$ cat src/rtl/wb_queue.sv
// Write-back queue: buffers EX/MEM results and retires one register-file write per cycle.
// Ports: clk/rst; in_valid/in_ready/in_reg/in_data; drain_en; RegWrite/w_reg/w_data;
//   count; rd_reg1/rd_reg2 -> hit1/hit2, fwd_data1/fwd_data2 (WB_QUEUE_FORWARD_EN).
module wb_queue #(
  parameter int WORD  = 64,
  parameter int DEPTH = 4,
  parameter int AW    = 2
) (
  input  logic            clk,
  input  logic            rst,
  input  logic            in_valid,
  output logic            in_ready,
  input  logic [4:0]      in_reg,
  input  logic [WORD-1:0] in_data,
  input  logic            drain_en,
  output logic            RegWrite,
  output logic [4:0]      w_reg,
  output logic [WORD-1:0] w_data,
  output logic [AW:0]     count,
  input  logic [4:0]      rd_reg1,
  input  logic [4:0]      rd_reg2,
  output logic            hit1,
  output logic            hit2,
  output logic [WORD-1:0] fwd_data1,
  output logic [WORD-1:0] fwd_data2
);

  logic [4:0]      mem_reg  [DEPTH];
  logic [WORD-1:0] mem_data [DEPTH];
  logic [AW-1:0]   wr_ptr;
  logic [AW-1:0]   rd_ptr;
  logic            push;
  logic            pop;

  // Full blocks input even when a pop happens on the same edge.
  assign in_ready = (count != (AW+1)'(DEPTH));
  // XZR results complete the handshake but are dropped.
  assign push = in_valid && in_ready && (in_reg != 5'd31);
  // Uses pre-edge count, so a fresh push is never popped the same edge.
  assign pop  = drain_en && (count != '0);

  always_ff @(posedge clk) begin
    if (push) begin
      mem_reg[wr_ptr]  <= in_reg;
      mem_data[wr_ptr] <= in_data;
    end
  end

  always_ff @(posedge clk) begin
    if (rst) begin
      wr_ptr   <= '0;
      rd_ptr   <= '0;
      count    <= '0;
      RegWrite <= 1'b0;
      w_reg    <= '0;
      w_data   <= '0;
    end else begin
      RegWrite <= pop;
      if (push)
        wr_ptr <= wr_ptr + AW'(1);
      if (pop) begin
        rd_ptr <= rd_ptr + AW'(1);
        w_reg  <= mem_reg[rd_ptr];
        w_data <= mem_data[rd_ptr];
      end
      unique case ({push, pop})
        2'b10:   count <= count + (AW+1)'(1);
        2'b01:   count <= count - (AW+1)'(1);
        default: count <= count;
      endcase
    end
  end

`ifdef WB_QUEUE_FORWARD_EN
  // Scan oldest to newest so later matches override earlier ones;
  // the output stage is older than any queued entry.
  function automatic logic [WORD:0] lookup(
    input logic [4:0]      rd,
    input logic            ow,
    input logic [4:0]      oreg,
    input logic [WORD-1:0] odata,
    input logic [AW-1:0]   head,
    input logic [AW:0]     occ
  );
    logic            h;
    logic [WORD-1:0] v;
    logic [AW-1:0]   idx;
    h = 1'b0;
    v = '0;
    if (rd != 5'd31) begin
      if (ow && oreg == rd) begin
        h = 1'b1;
        v = odata;
      end
      for (int i = 0; i < DEPTH; i++) begin
        idx = head + AW'(i);
        if ((AW+1)'(i) < occ && mem_reg[idx] == rd) begin
          h = 1'b1;
          v = mem_data[idx];
        end
      end
    end
    return {h, v};
  endfunction

  always_comb begin
    {hit1, fwd_data1} = lookup(rd_reg1, RegWrite, w_reg,
                               w_data, rd_ptr, count);
    {hit2, fwd_data2} = lookup(rd_reg2, RegWrite, w_reg,
                               w_data, rd_ptr, count);
  end
`else
  logic unused_rd;
  assign unused_rd = ^{rd_reg1, rd_reg2};
  assign hit1      = 1'b0;
  assign hit2      = 1'b0;
  assign fwd_data1 = '0;
  assign fwd_data2 = '0;
`endif

endmodule

$ cat config.mk
export PLATFORM = sky130hd
export DESIGN_NAME = wb_queue
export DESIGN_NICKNAME = d
export VERILOG_FILES = /design/src/rtl/wb_queue.sv
export SDC_FILE = /design/constraint.sdc
export NUM_CORES = 1
export LEC_CHECK = 0
export CELL_PAD_IN_SITES_DETAIL_PLACEMENT = 2
export CELL_PAD_IN_SITES_GLOBAL_PLACEMENT = 2
export CORE_MARGIN = 2
export CORE_UTILIZATION = 45
export CTS_BUF_LIST = sky130_fd_sc_hd__clkbuf_4 sky130_fd_sc_hd__clkbuf_8
export DETAILED_ROUTE_END_ITERATION = 12
export DONT_BUFFER_PORTS = 1
export PLACE_DENSITY_LB_ADDON = 0.2
export SKIP_LAST_GASP = 1
export SYNTH_ARGS = -nofsm -noshare
export SYNTH_HDL_FRONTEND = slang
export SYNTH_SLANG_ARGS = --single-unit
$ cat constraint.sdc
create_clock -name clk -period 10.2 [get_ports clk]
set_input_delay 3.06 -clock clk [delete_from_list [all_inputs] [get_ports clk]]
set_output_delay 3.06 -clock clk [all_outputs]
set_load 0.005 [all_outputs]
=== Word level (Yosys, flattened, before mapping) ===
Memories as Yosys holds them, arrays and structs flattened. A register that Yosys moved wholly into a read port is not among the register bits.
Index checks and enable logic that the tools add are counted.

* Equality and inequality tests: 4
* Reduce and logical (&&, ||, !) cells: 5
* Mux-type cells: 3
* Add/sub/neg operators: 4

{| class="wikitable"
|+ Operators by type and width
! cell !! number
|-
| one-hot mux 3 bit (2 select lines) || 1
|-
| != test 5 bit, second input constant || 1
|-
| adder 2 x 1 -> 2 bit, second input constant || 2
|-
| adder 3 x 1 -> 3 bit, second input constant || 1
|-
| logical AND 1 bit || 3
|-
| != test 3 bit, second input constant || 1
|-
| nonzero test 3 bit || 1
|-
| subtractor 3 x 1 -> 3 bit, second input constant || 1
|-
| equality test 2 x 1 -> 1 bit, second input constant || 1
|-
| equality test 2 bit, second input constant || 1
|-
| two-way mux 1 bit || 2
|-
| nonzero test 2 bit || 1
|}

* Output and inout port bits: 204
* Memories kept: 2
* Register bits after elaboration: 8
* Logic and storage cells: 22
* Input bits: 83
* Bits in writable memories: 276

{| class="wikitable"
|+ Memory list
! memory !! words !! bits a word !! read ports !! clocked after Yosys merged registers in !! write ports !! RTL line !! text
|-
| mem_data || 4 || 64 || 1 || 1 || 1 || 29 || <nowiki>logic [WORD-1:0] mem_data [DEPTH];</nowiki>
|-
| mem_reg || 4 || 5 || 1 || 1 || 1 || 28 || <nowiki>logic [4:0] mem_reg [DEPTH];</nowiki>
|}

=== Longest topological paths before layout ===
* Word-level depth: 5
* Mapped depth: 9
* Depth with buffers taken out: 9

=== Worst setup path after synthesis ===
No wires, ideal clock.

* Path kind: in2reg
* Start point: input port in_reg[2]
* End point: memory mem_data[0][0] (enable)
* Setup time: 435 ps
* Path slack: 4759 ps
* Path buffers: 0
* Data arrival time: 5006 ps
* Stages: 3
* Data required time: 9765 ps
* Cells stage by stage: nand3_1 > o211a_2 > and2_1

* Cells in the longest elaborated chain, start to end: 4

{| class="wikitable"
|+ Ends and longest elaborated chain
! item !! RTL line !! text
|-
| start, declared || 13 || <nowiki>input logic [4:0] in_reg,</nowiki>
|-
| != test 5 bit || 38 || <nowiki>assign push = in_valid && in_ready && (in_reg != 5'd31);</nowiki>
|-
| logical AND 1 bit || 38 ||
|-
| two-way mux 1 bit || 43 || <nowiki>if (push) begin</nowiki>
|-
| two-way mux 1 bit (implied by the code) || 45 || <nowiki>mem_data[wr_ptr] <= in_data;</nowiki>
|-
| end, declared || 29 ||
|}

Every way passes these cells.

=== Worst setup path in the final report ===
* Start point: register count[2]
* End point: output port in_ready

* Cells in the longest elaborated chain, start to end: 1

{| class="wikitable"
|+ Ends and longest elaborated chain
! item !! RTL line !! text
|-
| start, declared || 19 || <nowiki>output logic [AW:0] count,</nowiki>
|-
| start signal, assigned || 67 || <nowiki>2'b10: count <= count + (AW+1)'(1);</nowiki>
|-
| start signal, assigned || 68 || <nowiki>2'b01: count <= count - (AW+1)'(1);</nowiki>
|-
| start signal, assigned || 69 || <nowiki>default: count <= count;</nowiki>
|-
| != test 3 bit || 36 || <nowiki>assign in_ready = (count != (AW+1)'(DEPTH));</nowiki>
|-
| end, declared || 12 || <nowiki>output logic in_ready,</nowiki>
|}

Every way passes these cells.

==> results.tsv <==
stage	metric	value	unit
run_status	outcome	complete, no violations	
clocking	CTS tree	done	
clocking	CTS max path bufs	3	
power_and_ir_drop	sequential power share	52.0	%
floorplan	io pins	287	
setup_path	crit-path max FO	6	
synthesis	largest family of logic cells by synthesized area	multiplexers	
floorplan	core area	29600	um2
place	post-DP HPWL	15600	um
routing	routed vias/inst	5.14	
timing	final hold slack	511	ps
cells_and_area	multi-input logic area	2960	um2
clocking	CTS H-tree depth	2	
clocking	cts repair resizes	0	
timing	RSZ-0062 raised after global routing	no	
synthesis	Synth Area in Compound Gates	4.80	%
setup_path	CP bufs+invs	0	
power_and_ir_drop	Leak	4.97	nW
timing	worst slew pin tran	1150	ps
timing	Final Slew Violations	0	
power_and_ir_drop	Max rail drop VDD	0.131	mV
timing	Final min period	4520	ps
synthesis	Post-Synth Adder-Cell Area	0.612	%
routing	DR pass1 iterations	4	
timing	Tcrit/Tclk final	44.3	%
setup_path	Crit Path Category	reg2out	
synthesis	unique cell type count in the Yosys netlist	31	
setup_path	Critical Path AT	1460	ps
power_and_ir_drop	Switching Fraction	25.6	%
synthesis	EDFF count, synth	276	
cells_and_area	max reg flops	256	
setup_path	CP endpoint kind	primary output	
power_and_ir_drop	Comb pwr share	14.4	%
synthesis	Syn Std Cell Area	13500	um2
synthesis	synth top area cells	edfxtp_1, dfxtp_1, mux4_2, buf_4, a22o_1	
cells_and_area	# nets final	815	
grt	GR Overflow Total	0	
cells_and_area	Filler Cell Count	2613	
power_and_ir_drop	Int Power	2.73	mW
routing	initial DRC count	300	
routing	# DRC	0	
power_and_ir_drop	clock power share	33.5	%
floorplan	Die Y-Extent	177	um
timing	Final Skew	28.6	ps
cells_and_area	n_diodes	0	
cells_and_area	area delta synth->final	7.53	%
timing	relative slew slack	23.1	%
timing	Hold Fails Final Rpt	0	
worst_hold_path	Hold Crit Class	reg2reg	
synthesis	commonest cells in the netlist	edfxtp_1, buf_4, dfxtp_1	
synthesis	Synth area leader	edfxtp_1	
synthesis	Synth Flop Type	edfxtp_1	
timing	Final Setup Violations	0	
clocking	CTS clock-pin slew for the worst setup and hold paths	60	ps
power_and_ir_drop	switching power	0.941	mW
synthesis	Seq cells post-synth	353	
power_and_ir_drop	pwr dens	253	nW/um2
synthesis	synthesized netlist cell count	697	
floorplan	Starting Density	45.7	%
synthesis	Warnings, synthesis	0	
routing	Detail Route Antenna Nets	0	
cells_and_area	fraction of layout cells with a size suffix above 1	22.8	%
routing	via count	5950	
clocking	CTS Root Cell	clkbuf_8	
place	PortBufs	0	
run	maxcap violations	0	
synthesis	Seq/Total Area, Yosys	72.8	%
synthesis	Yosys top cell area share	61.4	%
synthesis	top-count cell post-synth	edfxtp_1	
synthesis	Post-Synth Simple-Gate Area	0.778	%
floorplan	die area	31400	um2
grt	largest net degree at the start of global routing	71	
synthesis	ys async rst share	0	%
routing	Total Wirelength	27600	um
cells_and_area	storage element area	9840	um2
setup_path	Critical Path RT	7140	ps
grt	first-pass GRT wire length	41300	um
timing	FMAX	0.221	GHz
floorplan	# rows	63	
grt	vias in the first global route	6838	
place	gpl congestion	0.655	
setup_path	max incr delay on CP	470	ps
clocking	CTS Buf Count	57	
synthesis	Mapped Avg Cell Area	19.4	um2
grt	initial antenna violation count	0	
timing	Setup TNS Final	0	ps
setup_path	Worst path slowest cell	dfxtp_1	
setup_path	CP startpoint kind	flip-flop	
clocking	Sinks on Clock Net	353	
setup_path	crit-path cells	or3b_1	
routing	Routed WL per cell	23.9	um
floorplan	Die X	177	um
clocking	Worst-Skew Late Latency	580	ps
clocking	hold buffer count at CTS	0	
clocking	Post-CTS Setup Repair Bufs	0	
grt	Total Routing Usage GR	17.7	%
setup_path	CP top delay family	flip-flops	
synthesis	XOR/XNOR Fraction of Synth Area	0.259	%
synthesis	mux share of post-synthesis cell area	11.8	%
==> worst paths after layout <==
path	slack, ps	startpoint	to	cells past startpoint
min	510	w_data[44]	w_data[44]	1
max	5680	count[2]	in_ready	1
max reg2reg	7630	rd_ptr[0]	w_data[29]	3
min reg2reg	510	w_data[44]	w_data[44]	1
==> layout make-up <==
type                       count  share of cell area (%)
tap                          390                    3.36
clock inverter                11                   0.526
multi-input combinational    305                    20.4
clock buffer                  90                    7.63
timing repair buffer           3                   0.155
sequential                   353                    67.8
inverter                       6                   0.155
==> power by group through the flow <==
| stage | Sequential, mW | Clock, mW | Combinational [mW] |
|---|---|---|---|
| after floorplan | 1.84 | 0 | 0.522 |
| after global placement | 1.93 | 0 | 0.519 |
| after detailed placement | 1.95 | 0 | 0.541 |
| after CTS | 1.92 | 1.27 | 0.545 |
| after global routing | 1.94 | 1.34 | 0.585 |
| final | 1.91 | 1.23 | 0.531 |
==> logic make-up after synthesis <==
family          after synthesis
simple gates                 19
mux                          71
fa+ha+maj                     6
other cells                   1
xor+xnor                      4
buf+inv                     168
flops                       353
compound gates               75
==> metrics by stage <==
step | power [mW] | cell area (um2) | worst slack (ps) | util, % | cells
5_1_grt | 3.86 | 14500 | 5600 | 49.1 | 1158
2_1_floorplan | 2.37 | 14000 | 4760 | - | 826
3_5_place_dp | 2.49 | 13300 | 5280 | 45.1 | 1057
6_report | 3.67 | 14500 | 5680 | 49.1 | 1158
4_1_cts | 3.74 | 14500 | 5640 | 49.1 | 1158
3_3_place_gp | 2.45 | 13300 | 5300 | 45.1 | 1057
==> cells in the final DEF, fill, tap and decap left out, drive strengths merged, types with 2 or more instances in the layout <==
master / instances
mux4: 69
nand2b: 2
conb: 130
buf: 3
xor2: 3
dfxtp: 77
a21oi: 2
a22o: 69
clkinv: 9
ha: 5
inv: 7
and2: 4
edfxtp: 276
clkbuf: 90
nor2: 8
==> layer usage <==
layer | vias to the layer above | share of wire, % | track usage [%]
met2 | 258 | 51 | 31.8
met4 | 0 | 2.3 | 4.99
li1 | 2546 | - | -
met5 | - | 0 | 0
met3 | 62 | 9.0 | 5.99
met1 | 3084 | 37 | 19.8
Note: power is estimated with default switching activity, not from simulation.
